$ cat src/rtl/draw_background_scroll.sv
// Background stage: registers VGA timing by one pclk and paints vertically scrolling two-colour bands.
// Optional LFSR starfield is built when DRAW_BACKGROUND_STARS_EN is defined.
module draw_background_scroll #(
  parameter int          CW         = 11,
  parameter int          RGB_W      = 12,
  parameter int          BAND_LOG2  = 4,
  parameter int          SCROLL_DIV = 2,
  parameter logic [11:0] COLOR_A    = 12'h1_1_3,
  parameter logic [11:0] COLOR_B    = 12'h2_2_5,
  parameter logic [11:0] STAR_COLOR = 12'hF_F_F,
  parameter logic [15:0] SEED       = 16'hACE1
) (
  input  logic             pclk,
  input  logic             rst,
  input  logic             scroll_en,
  input  logic [CW-1:0]    vcount_in,
  input  logic [CW-1:0]    hcount_in,
  input  logic             vsync_in,
  input  logic             vblnk_in,
  input  logic             hsync_in,
  input  logic             hblnk_in,
  output logic [CW-1:0]    vcount_out,
  output logic [CW-1:0]    hcount_out,
  output logic             vsync_out,
  output logic             vblnk_out,
  output logic             hsync_out,
  output logic             hblnk_out,
  output logic [RGB_W-1:0] rgb_out,
  output logic [CW-1:0]    offset_out
);

  localparam int DIV_W = (SCROLL_DIV > 1) ? $clog2(SCROLL_DIV) : 1;
  localparam logic [DIV_W-1:0] DIV_LAST = DIV_W'(SCROLL_DIV - 1);

  logic             vblnk_q;
  logic [DIV_W-1:0] div_cnt_q, div_cnt_d;
  logic [CW-1:0]    offset_q, offset_d;
  logic             frame_edge;
  logic             blank;
  logic [CW-1:0]    line;
  logic [RGB_W-1:0] rgb_d;

  assign frame_edge = vblnk_in & ~vblnk_q;
  assign blank      = hblnk_in | vblnk_in;
  assign line       = vcount_in + offset_q;
  assign offset_out = offset_q;

  // Frame edges seen while scroll_en is low are simply dropped.
  always_comb begin
    div_cnt_d = div_cnt_q;
    offset_d  = offset_q;
    if (frame_edge && scroll_en) begin
      if (div_cnt_q == DIV_LAST) begin
        div_cnt_d = '0;
        offset_d  = offset_q + 1'b1;
      end else begin
        div_cnt_d = div_cnt_q + 1'b1;
      end
    end
  end

  always_ff @(posedge pclk or posedge rst) begin
    if (rst) begin
      vblnk_q   <= 1'b0;
      div_cnt_q <= '0;
      offset_q  <= '0;
    end else begin
      vblnk_q   <= vblnk_in;
      div_cnt_q <= div_cnt_d;
      offset_q  <= offset_d;
    end
  end

`ifdef DRAW_BACKGROUND_STARS_EN
  logic [15:0] lfsr_q, lfsr_d;
  logic        star;

  // Reseeding from the scrolled line every blanking cycle ties stars to the bands.
  always_comb begin
    lfsr_d = {1'b0, lfsr_q[15:1]} ^ (lfsr_q[0] ? 16'hB400 : 16'h0000);
    if (blank) begin
      lfsr_d = (SEED ^ 16'(line)) | 16'h0001;
    end
  end

  assign star = ~blank & (lfsr_q[7:0] == 8'hFF);

  always_ff @(posedge pclk or posedge rst) begin
    if (rst) begin
      lfsr_q <= SEED;
    end else begin
      lfsr_q <= lfsr_d;
    end
  end

  always_comb begin
    rgb_d = '0;
    if (!blank) begin
      rgb_d = line[BAND_LOG2] ? RGB_W'(COLOR_B) : RGB_W'(COLOR_A);
      if (star) begin
        rgb_d = RGB_W'(STAR_COLOR);
      end
    end
  end
`else
  always_comb begin
    rgb_d = '0;
    if (!blank) begin
      rgb_d = line[BAND_LOG2] ? RGB_W'(COLOR_B) : RGB_W'(COLOR_A);
    end
  end
`endif

  always_ff @(posedge pclk or posedge rst) begin
    if (rst) begin
      vcount_out <= '0;
      hcount_out <= '0;
      vsync_out  <= 1'b0;
      vblnk_out  <= 1'b0;
      hsync_out  <= 1'b0;
      hblnk_out  <= 1'b0;
      rgb_out    <= '0;
    end else begin
      vcount_out <= vcount_in;
      hcount_out <= hcount_in;
      vsync_out  <= vsync_in;
      vblnk_out  <= vblnk_in;
      hsync_out  <= hsync_in;
      hblnk_out  <= hblnk_in;
      rgb_out    <= rgb_d;
    end
  end

endmodule

$ cat config.mk
export PLATFORM = sky130hd
export DESIGN_NAME = draw_background_scroll
export DESIGN_NICKNAME = d
export VERILOG_FILES = /design/src/rtl/draw_background_scroll.sv
export SDC_FILE = /design/constraint.sdc
export NUM_CORES = 1
export LEC_CHECK = 0
export ABC_AREA = 1
export CAP_MARGIN = 20
export CORE_MARGIN = 2
export CORE_UTILIZATION = 30
export CTS_CLUSTER_DIAMETER = 40
export DETAILED_ROUTE_END_ITERATION = 12
export PLACE_DENSITY_LB_ADDON = 0.05
export SLEW_MARGIN = 20
export SYNTH_ARGS = -nofsm -noshare
export SYNTH_HDL_FRONTEND = slang
export SYNTH_SLANG_ARGS = --single-unit
$ cat constraint.sdc
create_clock -name pclk -period 2.35 [get_ports pclk]
set_input_delay 0.235 -clock pclk [delete_from_list [all_inputs] [get_ports pclk]]
set_output_delay 0.235 -clock pclk [all_outputs]
set_load 0.03 [all_outputs]
=== Yosys cells after proc, flatten, opt, wreduce, memory -nomap -nowiden ===
Index checks and enable logic that the tools add are counted.

* Add/sub/neg operators: 3
* Mux-type cells: 3
* Bitwise operators: 3
* Reduce and logical (&&, ||, !) cells: 2

{| class="wikitable"
|+ Operators by type and width
! operator !! number
|-
| $mux 10 || 2
|-
| $add 11x1->11 const B || 1
|-
| $add 5x5->5 || 1
|-
| $reduce_and 2->1 || 1
|-
| $add 1x1->1 const B || 1
|-
| $and 1x1->1 || 1
|-
| $logic_and 1x1->1 || 1
|-
| $mux 1 || 1
|-
| $not 1->1 || 1
|-
| $or 1x1->1 || 1
|}

* Bits in registers: 50
* Input bits: 29
* Word-level logic and storage cells: 20

=== Depth between registers and ports, before layout ===
* Word-level depth: 4
* Gate-level depth with buffers: 8

=== Worst setup path after synthesis ===
Ideal clock, no wire load.

* Path kind: reg-to-reg
* Start point: register offset_q[0], in the netlist offset_out[0]
* End point: register offset_q[6], in the netlist offset_out[6]
* Library setup time: 0.135 ns
* Arrival: 1.364 ns
* Setup slack: 0.852 ns
* Stages on the path, launching flop included: 8
* Path buffers: 0
* Period minus slack after synthesis: 1.498 ns
* Path through: dfrtp_1 ha_1 inv_1 nor2_2 inv_2 nor2_4 nand2_2 xnor2_2

* Word-level cells in the longest chain between the ends: 1

{| class="wikitable"
|+ RTL lines
! element !! RTL line !! RTL
|-
| from (decl) || 37 || <nowiki>logic [CW-1:0] offset_q, offset_d;</nowiki>
|-
| from (signal assigned) || 70 || <nowiki>offset_q <= offset_d;</nowiki>
|-
| $add 11x1->11 || 55 || <nowiki>offset_d = offset_q + 1'b1;</nowiki>
|}

Every way passes these cells.
A chain may end at the register's enable or synchronous reset.

=== Worst setup path in the final report ===
* Start point: register offset_q[4], in the netlist offset_out[4]
* End point: output offset_out[4]

{| class="wikitable"
|+ RTL lines
! element !! RTL line !! RTL
|-
| to (decl) || 29 || <nowiki>output logic [CW-1:0] offset_out</nowiki>
|}

No word-level cell between the ends.

==> results by stage <==
Timing:
- The smallest clock period supported by the final layout is computed as 1.72 ns.
- The tightest slew margin relative to the limit is 41.3%.
- Setup repair after global routing left no endpoint under its margin.
- The final cycle utilization of the critical path is 73.0%.
- The number of hold-slack violations in the final timing report is 0.
- Static timing analysis puts the maximum clock frequency at 583 MHz.
- The final-layout setup total negative slack is 0 ns.
- The worst clock skew on the final layout is 0.00212 ns.
- The measured slew at the worst slew-check pin is 0.875 ns.
- Setup violations remaining at the end of the flow were counted as 0.
- The number of max-slew violations in the final report is 0.

Clock network:
- The post-cts resize count is 0.
- The buffer type at the clock tree root is sky130_fd_sc_hd__clkbuf_8.
- The CTS tree is built.
- The clock net in this run drives a total of 41 sinks.
- The number of H-tree levels is 2.
- In this run, CTS created clock tree buffers numbering 5.
- The maximum buffer depth of the clock tree is 2.
- The number of buffers inserted for hold repair after clock tree synthesis is 0.
- The number of buffers added for setup after CTS is 0.
- After clock tree synthesis, the clock-pin slew on the worst setup and hold paths is 0.08 ns.
- The worst-skew pair later-pin latency is 0.29 ns.

Critical path:
- The largest single stage delay on the critical path is 0.72 ns.
- The cell family contributing the most delay on the critical path is buffers and inverters.
- The worst setup path is launched from a register.
- Traced cell by cell, the critical path runs through clkdlybuf4s50_1.
- The classification of the worst setup path is reg2out.
- Counting both buffers and inverters, the worst setup path holds a total of 1.
- The worst setup path is captured at a primary output.
- Data arrives at the worst endpoint at 1.48 ns.
- The worst-path cell with the longest stage delay is sky130_fd_sc_hd__clkdlybuf4s50_1.
- For the worst setup path, the data required time is 2.12 ns.
- In this run the worst path has a maximum fanout of 5.

Synthesis:
- The cell area after technology mapping is 1560 sq um.
- Yosys mapped the design onto 20 distinct sky130hd cell types.
- The cell accounting for the most synthesized area is sky130_fd_sc_hd__dfrtp_1.
- In this run, synthesis produced a sequential element count of 41.
- Synthesis produced a netlist whose cell count is 137.
- The proportion of netlist area held by the largest area contributor is 65.8%.
- The dominant synthesized flop cell is sky130_fd_sc_hd__dfrtp_1.
- The most frequently used cell type in the post-synthesis netlist is sky130_fd_sc_hd__dfrtp_1.
- The count of flip-flops with a built-in enable after synthesis is 0.
- Sorting the synthesized cells by how often they occur yields sky130_fd_sc_hd__dfrtp_1 (41), sky130_fd_sc_hd__nand2_1 (33), sky130_fd_sc_hd__inv_1 (15).
- For this run, asynchronously set or reset flops after synthesis account for 100%.
- The per-instance average area after synthesis is 11.4 sq um.
- After synthesis, the cell types taking the most area are sky130_fd_sc_hd__dfrtp_1 (66%), sky130_fd_sc_hd__nand2_1 (7.9%), sky130_fd_sc_hd__buf_4 (4.3%).
- The number of warnings printed during yosys synthesis is 0.
- The sequential element share of the synthesized area is 65.8%.

Detailed routing:
- The per-cell via count in the routed design is 3.94.
- The remaining antenna violation count is 0.
- After detailed routing, the wire length on met1 is 1440 um.
- Wire segments on met3 add up to 157 um in the final route.
- The total length of routed wires is 3230 um.
- The uppermost layer routed is met4.
- For this run, design rule violations remaining after detail routing come to 0.
- The detailed router's first-iteration violation count is 31.
- The detailed router placed 1118 vias in this run.
- In the detailed route, the total length drawn on met2 is 1600 um.
- The detailed-router iteration count before antenna repair is 4.
- The mean routed wirelength per cell is 11.4 um.

Hold path:
- The classification of the worst-slack hold path is in2async.

Placed design:
- The post-detailed-placement half-perimeter wirelength is 2480 um.
- The number of buffers added on ports is 72.
- The placement-stage cell area is 2330 sq um.
- The congestion estimate from routability-driven global placement came to 0.764.

Global route:
- The first global-routing pass estimated 5380 um of wire.
- The combined global-route utilization of all metal layers is 12.0%.
- The largest net degree at the start of global routing is 27.
- The leftover overflow at the end of global routing is 0.
- The number of antenna violations at the first check in global routing is 0.
- The number of global-route vias before repair is 1112.

Die:
- The starting utilization of the core area is 30.7%.
- The die span in y is 76.1 um.
- The number of standard-cell rows in the floorplan is 26.
- The core footprint is 5070 sq um.
- The horizontal die dimension is 76.1 um.
- The count of pins on the block boundary is 78.
- The die covers 5790 sq um.

Layout:
- The finished layout cell area is 2450 sq um.
- At the end of the flow, the number of nets in the layout was 246.
- The share of post-route cells with drive strength above 1 is 7.94%.
- The number of antenna diodes in the final layout is 0.
- The area overhead of the layout relative to synthesis is 57.1%.

Status:
- The run finished with clean final reports.

Power and ir drop:
- The worst IR drop on VDD is 298 uV.
- The ratio of total power to cell area is 771 nW/um^2.
- The leakage power figure is 1.13 nW.

Flow run:
- Across the run, the number of max-cap violations was 0.
-- cells in the final DEF, fill, tap and decap left out, types with 2 or more instances in the layout --
master | Yosys | routed
sky130_fd_sc_hd__a21oi_1 | 2 | 2
sky130_fd_sc_hd__buf_4 | 9 | 2
sky130_fd_sc_hd__clkbuf_8 | 0 | 6
sky130_fd_sc_hd__clkdlybuf4s50_1 | 0 | 72
sky130_fd_sc_hd__conb_1 | 1 | 5
sky130_fd_sc_hd__dfrtp_1 | 41 | 41
sky130_fd_sc_hd__ha_1 | 4 | 4
sky130_fd_sc_hd__inv_1 | 15 | 14
sky130_fd_sc_hd__nand2_1 | 33 | 33
sky130_fd_sc_hd__nand3_1 | 6 | 6
sky130_fd_sc_hd__nand4_1 | 3 | 3
sky130_fd_sc_hd__nor2_1 | 8 | 8
sky130_fd_sc_hd__nor2_4 | 2 | 2
sky130_fd_sc_hd__xnor2_1 | 2 | 2
sky130_fd_sc_hd__xor2_1 | 4 | 4
-- registers in the layout, indices dropped and copies added, names as in the netlist --
name / flops
div_cnt_q: 1
hblnk_out: 1
hcount_out: 11
hsync_out: 1
offset_out: 11
rgb_out: 3
vblnk_out: 1
vcount_out: 11
vsync_out: 1
-- per-stage QoR --
stage	setup slack [ns]	hold WS, ns	total power (W)	utilization [%]	cells
2_1_floorplan	0.852	0.266	0.00111	-	141
3_3_place_gp	0.809	0.512	0.00131	45.9	276
3_5_place_dp	0.780	0.519	0.00132	45.9	276
4_1_cts	0.598	0.354	0.00192	48.3	284
5_1_grt	0.563	0.358	0.00200	48.3	284
6_report	0.634	0.327	0.00189	48.3	284
-- cell type report --
type	instances	area, sq um
Clock buffer	6	82.6
Clock inverter	2	37.5
Fill cell	488	2630
Inverter	16	60.1
Multi-Input combinational cell	75	420
Sequential cell	41	1030
Tap cell	70	87.6
Timing Repair Buffer	74	736
-- layer usage --
layer | up-vias | GRT usage [%]
met5 | - | 0
met4 | 0 | 4.91
met3 | 4 | 3.79
met1 | 521 | 14.8
li1 | 554 | -
met2 | 39 | 19.5
-- power breakdown --
part / internal (W) / switching, W
registers: 0.000766 / 0.0000645
clock network: 0.000345 / 0.000245
logic: 0.000206 / 0.000262
total: 0.00132 / 0.000571
-- kinds of logic after synthesis --
logic type / share of synthesized area, %
AO/OA/AOI/OAI: 1.04
flip-flops: 65.8
XOR/XNOR: 4.41
buffers and inverters: 8.19
adder cells (fa/ha/maj): 3.21
other: 0.241
AND/OR/NAND/NOR: 17.1
-- final timing paths --
path	startpoint	to	slack (ns)	cells past startpoint
setup / recovery	offset_out[4]	offset_out[4]	0.63	1
hold / removal	rst	vcount_out[7]	0.33	2
setup reg to reg	offset_out[1]	offset_out[6]	0.95	7
hold reg to reg	offset_out[5]	offset_out[5]	0.52	1
max in group asynchronous	rst	vcount_out[1]	1.43	3
min in group pclk	vcount_in[6]	vcount_out[6]	0.38	1
Note: power is estimated with default switching activity, not from simulation.
